$ cat src/rtl/out_acc_wb.sv
// Read-modify-write accumulator in front of output memory: read (A), add (B), write back (W).
// Define OUT_ACC_SAT_EN for saturating lane adds; otherwise lanes wrap modulo 2^16.
module out_acc_wb #(
    parameter int unsigned LANES = 32,
    parameter int unsigned AW    = 8,
    parameter int unsigned CNT_W = 16
) (
    input  logic                clk,
    input  logic                rst_n,
    input  logic                start,
    input  logic [CNT_W-1:0]    num_tiles,
    input  logic                in_valid,
    output logic                in_ready,
    input  logic [AW-1:0]       in_addr,
    input  logic                in_first,
    input  logic [LANES*16-1:0] in_data,
    output logic                mem_rd_valid,
    output logic [AW-1:0]       mem_rd_addr,
    input  logic [LANES*16-1:0] mem_rd_data,
    output logic                mem_wr_valid,
    output logic [AW-1:0]       mem_wr_addr,
    output logic [LANES*16-1:0] mem_wr_data,
    output logic                busy,
    output logic                done,
    output logic [CNT_W-1:0]    wr_count
);

    localparam int unsigned DW = LANES * 16;

    typedef enum logic [1:0] {StIdle, StRun, StDrain, StDone} state_e;

    state_e           state_q, state_d;
    logic [CNT_W-1:0] num_q, num_d;
    logic [CNT_W-1:0] acc_q, acc_d;
    logic [CNT_W-1:0] wr_cnt_q, wr_cnt_d;

    logic          a_v_q, a_v_d, a_first_q, a_first_d;
    logic [AW-1:0] a_addr_q, a_addr_d;
    logic [DW-1:0] a_data_q, a_data_d;
    logic          b_v_q, b_v_d, b_first_q, b_first_d;
    logic [AW-1:0] b_addr_q, b_addr_d;
    logic [DW-1:0] b_data_q, b_data_d;
    logic          w_v_q, w_v_d;
    logic [AW-1:0] w_addr_q, w_addr_d;
    logic [DW-1:0] w_data_q, w_data_d;

    logic          accept;
    logic [DW-1:0] sum;

    function automatic logic [15:0] lane_add(input logic [15:0] a, input logic [15:0] b);
`ifdef OUT_ACC_SAT_EN
        logic [16:0] s;
        s = {a[15], a} + {b[15], b};
        // Sign bits disagree only on signed overflow; clamp toward the overflow direction.
        if (s[16] != s[15]) lane_add = s[16] ? 16'h8000 : 16'h7fff;
        else                lane_add = s[15:0];
`else
        lane_add = a + b;
`endif
    endfunction

    // Hold off any tile whose address is still in flight so its read sees the written value.
    always_comb begin
        in_ready = (state_q == StRun)
                   && !(a_v_q && (a_addr_q == in_addr))
                   && !(b_v_q && (b_addr_q == in_addr))
                   && !(w_v_q && (w_addr_q == in_addr));
        accept   = in_valid && in_ready;
    end

    always_comb begin
        sum = '0;
        for (int i = 0; i < int'(LANES); i++) begin
            sum[16*i +: 16] = b_first_q ? b_data_q[16*i +: 16]
                                        : lane_add(b_data_q[16*i +: 16], mem_rd_data[16*i +: 16]);
        end
    end

    always_comb begin
        a_v_d     = accept;
        a_addr_d  = accept ? in_addr  : a_addr_q;
        a_first_d = accept ? in_first : a_first_q;
        a_data_d  = accept ? in_data  : a_data_q;
        b_v_d     = a_v_q;
        b_addr_d  = a_v_q ? a_addr_q  : b_addr_q;
        b_first_d = a_v_q ? a_first_q : b_first_q;
        b_data_d  = a_v_q ? a_data_q  : b_data_q;
        w_v_d     = b_v_q;
        w_addr_d  = b_v_q ? b_addr_q : w_addr_q;
        w_data_d  = b_v_q ? sum      : w_data_q;
    end

    always_comb begin
        state_d  = state_q;
        num_d    = num_q;
        acc_d    = acc_q;
        wr_cnt_d = w_v_q ? wr_cnt_q + CNT_W'(1) : wr_cnt_q;
        unique case (state_q)
            StIdle, StDone: begin
                if (start) begin
                    num_d    = num_tiles;
                    acc_d    = '0;
                    wr_cnt_d = '0;
                    state_d  = (num_tiles == '0) ? StDone : StRun;
                end
            end
            StRun: begin
                if (accept) begin
                    acc_d = acc_q + CNT_W'(1);
                    if (acc_d == num_q) state_d = StDrain;
                end
            end
            StDrain: begin
                // Look at next-cycle occupancy so done rises right after the last write.
                if (!a_v_q && !b_v_q && (wr_cnt_d == num_q)) state_d = StDone;
            end
            default: state_d = StIdle;
        endcase
    end

    always_ff @(posedge clk or negedge rst_n) begin
        if (!rst_n) begin
            state_q   <= StIdle;
            num_q     <= '0;
            acc_q     <= '0;
            wr_cnt_q  <= '0;
            a_v_q     <= 1'b0;
            a_addr_q  <= '0;
            a_first_q <= 1'b0;
            a_data_q  <= '0;
            b_v_q     <= 1'b0;
            b_addr_q  <= '0;
            b_first_q <= 1'b0;
            b_data_q  <= '0;
            w_v_q     <= 1'b0;
            w_addr_q  <= '0;
            w_data_q  <= '0;
        end else begin
            state_q   <= state_d;
            num_q     <= num_d;
            acc_q     <= acc_d;
            wr_cnt_q  <= wr_cnt_d;
            a_v_q     <= a_v_d;
            a_addr_q  <= a_addr_d;
            a_first_q <= a_first_d;
            a_data_q  <= a_data_d;
            b_v_q     <= b_v_d;
            b_addr_q  <= b_addr_d;
            b_first_q <= b_first_d;
            b_data_q  <= b_data_d;
            w_v_q     <= w_v_d;
            w_addr_q  <= w_addr_d;
            w_data_q  <= w_data_d;
        end
    end

    assign mem_rd_valid = a_v_q;
    assign mem_rd_addr  = a_addr_q;
    assign mem_wr_valid = w_v_q;
    assign mem_wr_addr  = w_addr_q;
    assign mem_wr_data  = w_data_q;
    assign busy         = (state_q == StRun) || (state_q == StDrain);
    assign done         = (state_q == StDone);
    assign wr_count     = wr_cnt_q;

endmodule

$ cat config.mk
export PLATFORM = sky130hd
export DESIGN_NAME = out_acc_wb
export DESIGN_NICKNAME = d
export VERILOG_FILES = /design/src/rtl/out_acc_wb.sv
export SDC_FILE = /design/constraint.sdc
export NUM_CORES = 2
export LEC_CHECK = 0
export ABC_AREA = 1
export ABC_CLOCK_PERIOD_IN_PS = 2800
export BUFFER_PORTS_ARGS = -buffer_cell sky130_fd_sc_hd__buf_4
export CORE_AREA = 2 2 627 629
export CTS_BUF_LIST = sky130_fd_sc_hd__clkbuf_16
export CTS_CLUSTER_SIZE = 12
export DETAILED_ROUTE_END_ITERATION = 8
export DIE_AREA = 0 0 629 631
export PLACE_DENSITY_LB_ADDON = 0.15
export SLEW_MARGIN = 10
export SYNTH_ARGS = -nofsm -noshare
export SYNTH_HDL_FRONTEND = slang
export SYNTH_SLANG_ARGS = --single-unit
$ cat constraint.sdc
create_clock -name clk -period 2.8 [get_ports clk]
set_clock_uncertainty 0.05 [all_clocks]
set_input_delay 0.56 -clock clk [delete_from_list [all_inputs] [get_ports clk]]
set_output_delay 0.56 -clock clk [all_outputs]
set_load 0.02 [all_outputs]
==> reports/qor.csv <==
metric,value,unit
ys_async_sr_fraction,100.0,%
arrival,2.24,ns
mostFrequentLayoutCell,nand2_1,
drt-met1-wl,181.5,mm
power.total,0.1351,W
pwr-share-clk,20.6,%
grt_antenna_before_repair,157,
rows,230,
fp.dieW,629,um
cts_tree,yes,
wl_per_cell,23.16,um
crit_path_max_incr_delay,0.41,ns
hpwl,331.0,mm
num_io_pins,1602,
grt_first_pass_wirelength,603.5,mm
num-nets-final,14460,
fp.dieArea,396900,um^2
synth_cell_types,43,
status,finished with violations,
crit_path_max_fanout,4,
grt_max_degree,147,
final_cell_area,119300,um^2
coreArea,390800,um^2
timing.final.ws_setup,-0.05169,ns
port-buffer-count,1601,
routed_via_density,4.410,
placed_cells,17300,
synth_area,86000,um^2
cp-end-kind,output port,
maxSlewHeadroom,34.24,%
r2r_slack,0.14,ns
stdcell_count,18350,
dr.first_iter.drc_count,5053,
required,2.19,ns
violations,negative setup slack,
path_cells,inv_1 -> o22ai_1 -> nor2_1 -> nand3_1 -> o21a_4 -> and2_4 -> buf_6,
post-route-period-util,101.8,%
grt_pass1_vias,81680,
internal-power,0.07421,W
n_fill_cell,42490,
wl_met3,26.00,mm
grt_setup_unrepaired,true,
drive_above_1_share,18.33,%
fmax,350.7,MHz
final-max-slew-violation-count,0,
finalCriticalPeriod,2.852,ns
combPwrFrac,48.2,%
power_frac_seq,31.2,%
netSwitchingFraction,45.09,%
die_h,631,um
ys_ff_latch,1615,
dr_wl_met2,200.9,mm
remaining_drc_errors,0,
firstDrtPassIters,6,
place_congestion,0.8838,
syn-num-nets,12160,
yosysWarnings,0,
htreeDepth,4,
start_util,22.01,%
clkTransAtPathRegs,0.06,ns
area_growth,38.70,%
hold_class,in2reg,
vias,80920,
clock_latency,0.90,ns
syn_avg_cell_area,8.119,um^2
tightestPinTransition,0.9864,ns
wirelength,425.0,mm
final_antenna_net_count,0,
final-setup-viol-count,1,
synth_flop_cell,dfrtp_1,
numCtsBuffers,214,
clockBufferDepth,4,
grt_usage,20.76,%
cts-root-buf,clkbuf_16,
top_layer,met5,
start_kind,register,
critPathTopFamily,flip-flops,
p_leak,60.08,nW
cts_sinks,1615,
synth_edf_count,0,
drv_cap,0,
netlist_instances,10590,
layout_common_cells,"nand2_1, buf_4, dfrtp_1",
timing_worst_setup_path_type,reg2out,
global_route.overflow_total,0,
power_density,1133,nW/um^2
ir_worst_vdd,0.5695,mV
worst-path-buf-inv,2,
yosysSeqAreaShare,46.99,%
p_sw,0.06093,W
hold_violations,0,
slowest_stage,dfrtp_1,
dpl_cell_area,106200,um^2
logic make-up after synthesis:
logic type / Yosys count / synth area share [%]
AND/OR/NAND/NOR: 4196 / 19.02
AO/OA/AOI/OAI: 2444 / 15.00
flip-flops: 1615 / 46.99
buffers and inverters: 1357 / 6.105
adder cells (fa/ha/maj): 518 / 7.815
XOR/XNOR: 348 / 3.560
multiplexers: 115 / 1.506
sequential cells by signal, indices dropped and copies added, names as in the netlist, 2 cells and up:
register / cells
acc_q: 16
wr_count: 16
mem_wr_data: 512
mem_rd_addr: 8
num_q: 16
a_data_q: 512
b_data_q: 512
state_q: 2
b_addr_q: 8
mem_wr_addr: 8
per-stage QoR:
step / util [%] / TNS (ns) / setup WS [ns] / hold WS (ns)
final: 30.52 / -0.05169 / -0.05169 / 0.1017
after global routing: 30.51 / -0.1998 / -0.1998 / 0.05299
after CTS: 30.45 / -0.1884 / -0.1884 / 0.001284
after detailed placement: 27.17 / 0 / 0.003996 / 0.3966
after global placement: 27.17 / 0 / 0.04833 / 0.3971
after floorplan: - / 0 / 0.3501 / 0.2144
tightest hold or removal path, stage by stage:
cell     delay (ns)
buf_4          0.08
xor2_1         0.06
xor2_1         0.16
nand2_1        0.05
a31oi_1        0.07
path summary, 6_finish.rpt:
path | start | to | cells after the start
setup reg to reg | b_data_q[368] | mem_wr_data[374] | 12
hold / removal | mem_rd_data[111] | mem_wr_data[111] | 5
hold reg to reg | a_data_q[101] | b_data_q[101] | 2
min in group asynchronous | rst_n | a_data_q[57] | 2
max in group asynchronous | rst_n | mem_wr_data[157] | 3
setup / recovery | mem_rd_addr[5] | in_ready | 7
power groups by stage:
stage / combinational (W) / clock [W] / sequential [W]
after CTS: 0.0660 / 0.0288 / 0.0423
after global routing: 0.0729 / 0.0297 / 0.0435
after detailed placement: 0.0646 / 0 / 0.0426
after global placement: 0.0646 / 0 / 0.0426
final: 0.0652 / 0.0278 / 0.0422
after floorplan: 0.0341 / 0 / 0.0438
timing repair:
item                       in CTS  in global routing
resized for setup              11                 14
pin swaps                       2                  3
gates cloned                    2                  0
hold buffers                  581                  0
setup buffers                   5                  8
hold endpoints to repair     1235                  0
setup endpoints to repair       2                  4
routing by layer:
metal	vias up	GRT usage (%)
li1	39440	-
met1	38910	25.96
met2	1926	34.47
met4	42	8.045
met3	606	4.927
met5	-	0
cell type report:
| class | instances | area [um^2] | area share, % |
|---|---|---|---|
| Antenna cell | 70 | 175.2 | 0.1469 |
| Clock buffer | 215 | 5380 | 4.510 |
| Multi-Input combinational cell | 7621 | 40400 | 33.87 |
| Tap cell | 5220 | 6531 | 5.475 |
| Sequential cell | 1615 | 40430 | 33.89 |
| Clock inverter | 175 | 1458 | 1.222 |
| Timing Repair Buffer | 2529 | 21490 | 18.01 |
| Inverter | 906 | 3423 | 2.870 |
Yosys cell counts (34+ instances only):
library cell | number | area (um^2)
nand2_1 | 3428 | 12870
nor2_1 | 367 | 1378
o211ai_1 | 67 | 503.0
xnor2_1 | 47 | 411.6
o21bai_1 | 56 | 420.4
dfrtp_1 | 1615 | 40410
a31oi_1 | 63 | 394.1
nor3_1 | 46 | 230.2
nand3_1 | 284 | 1421
ha_1 | 486 | 6081
a21oi_1 | 1090 | 5455
buf_2 | 125 | 625.6
o31ai_1 | 50 | 375.4
inv_1 | 904 | 3393
nand4_1 | 34 | 212.7
xor2_1 | 300 | 2628
clkbuf_1 | 294 | 1104
mux2_2 | 115 | 1295
o21ai_0 | 1049 | 5250
No activity file was read; power rests on OpenSTA's default activity.
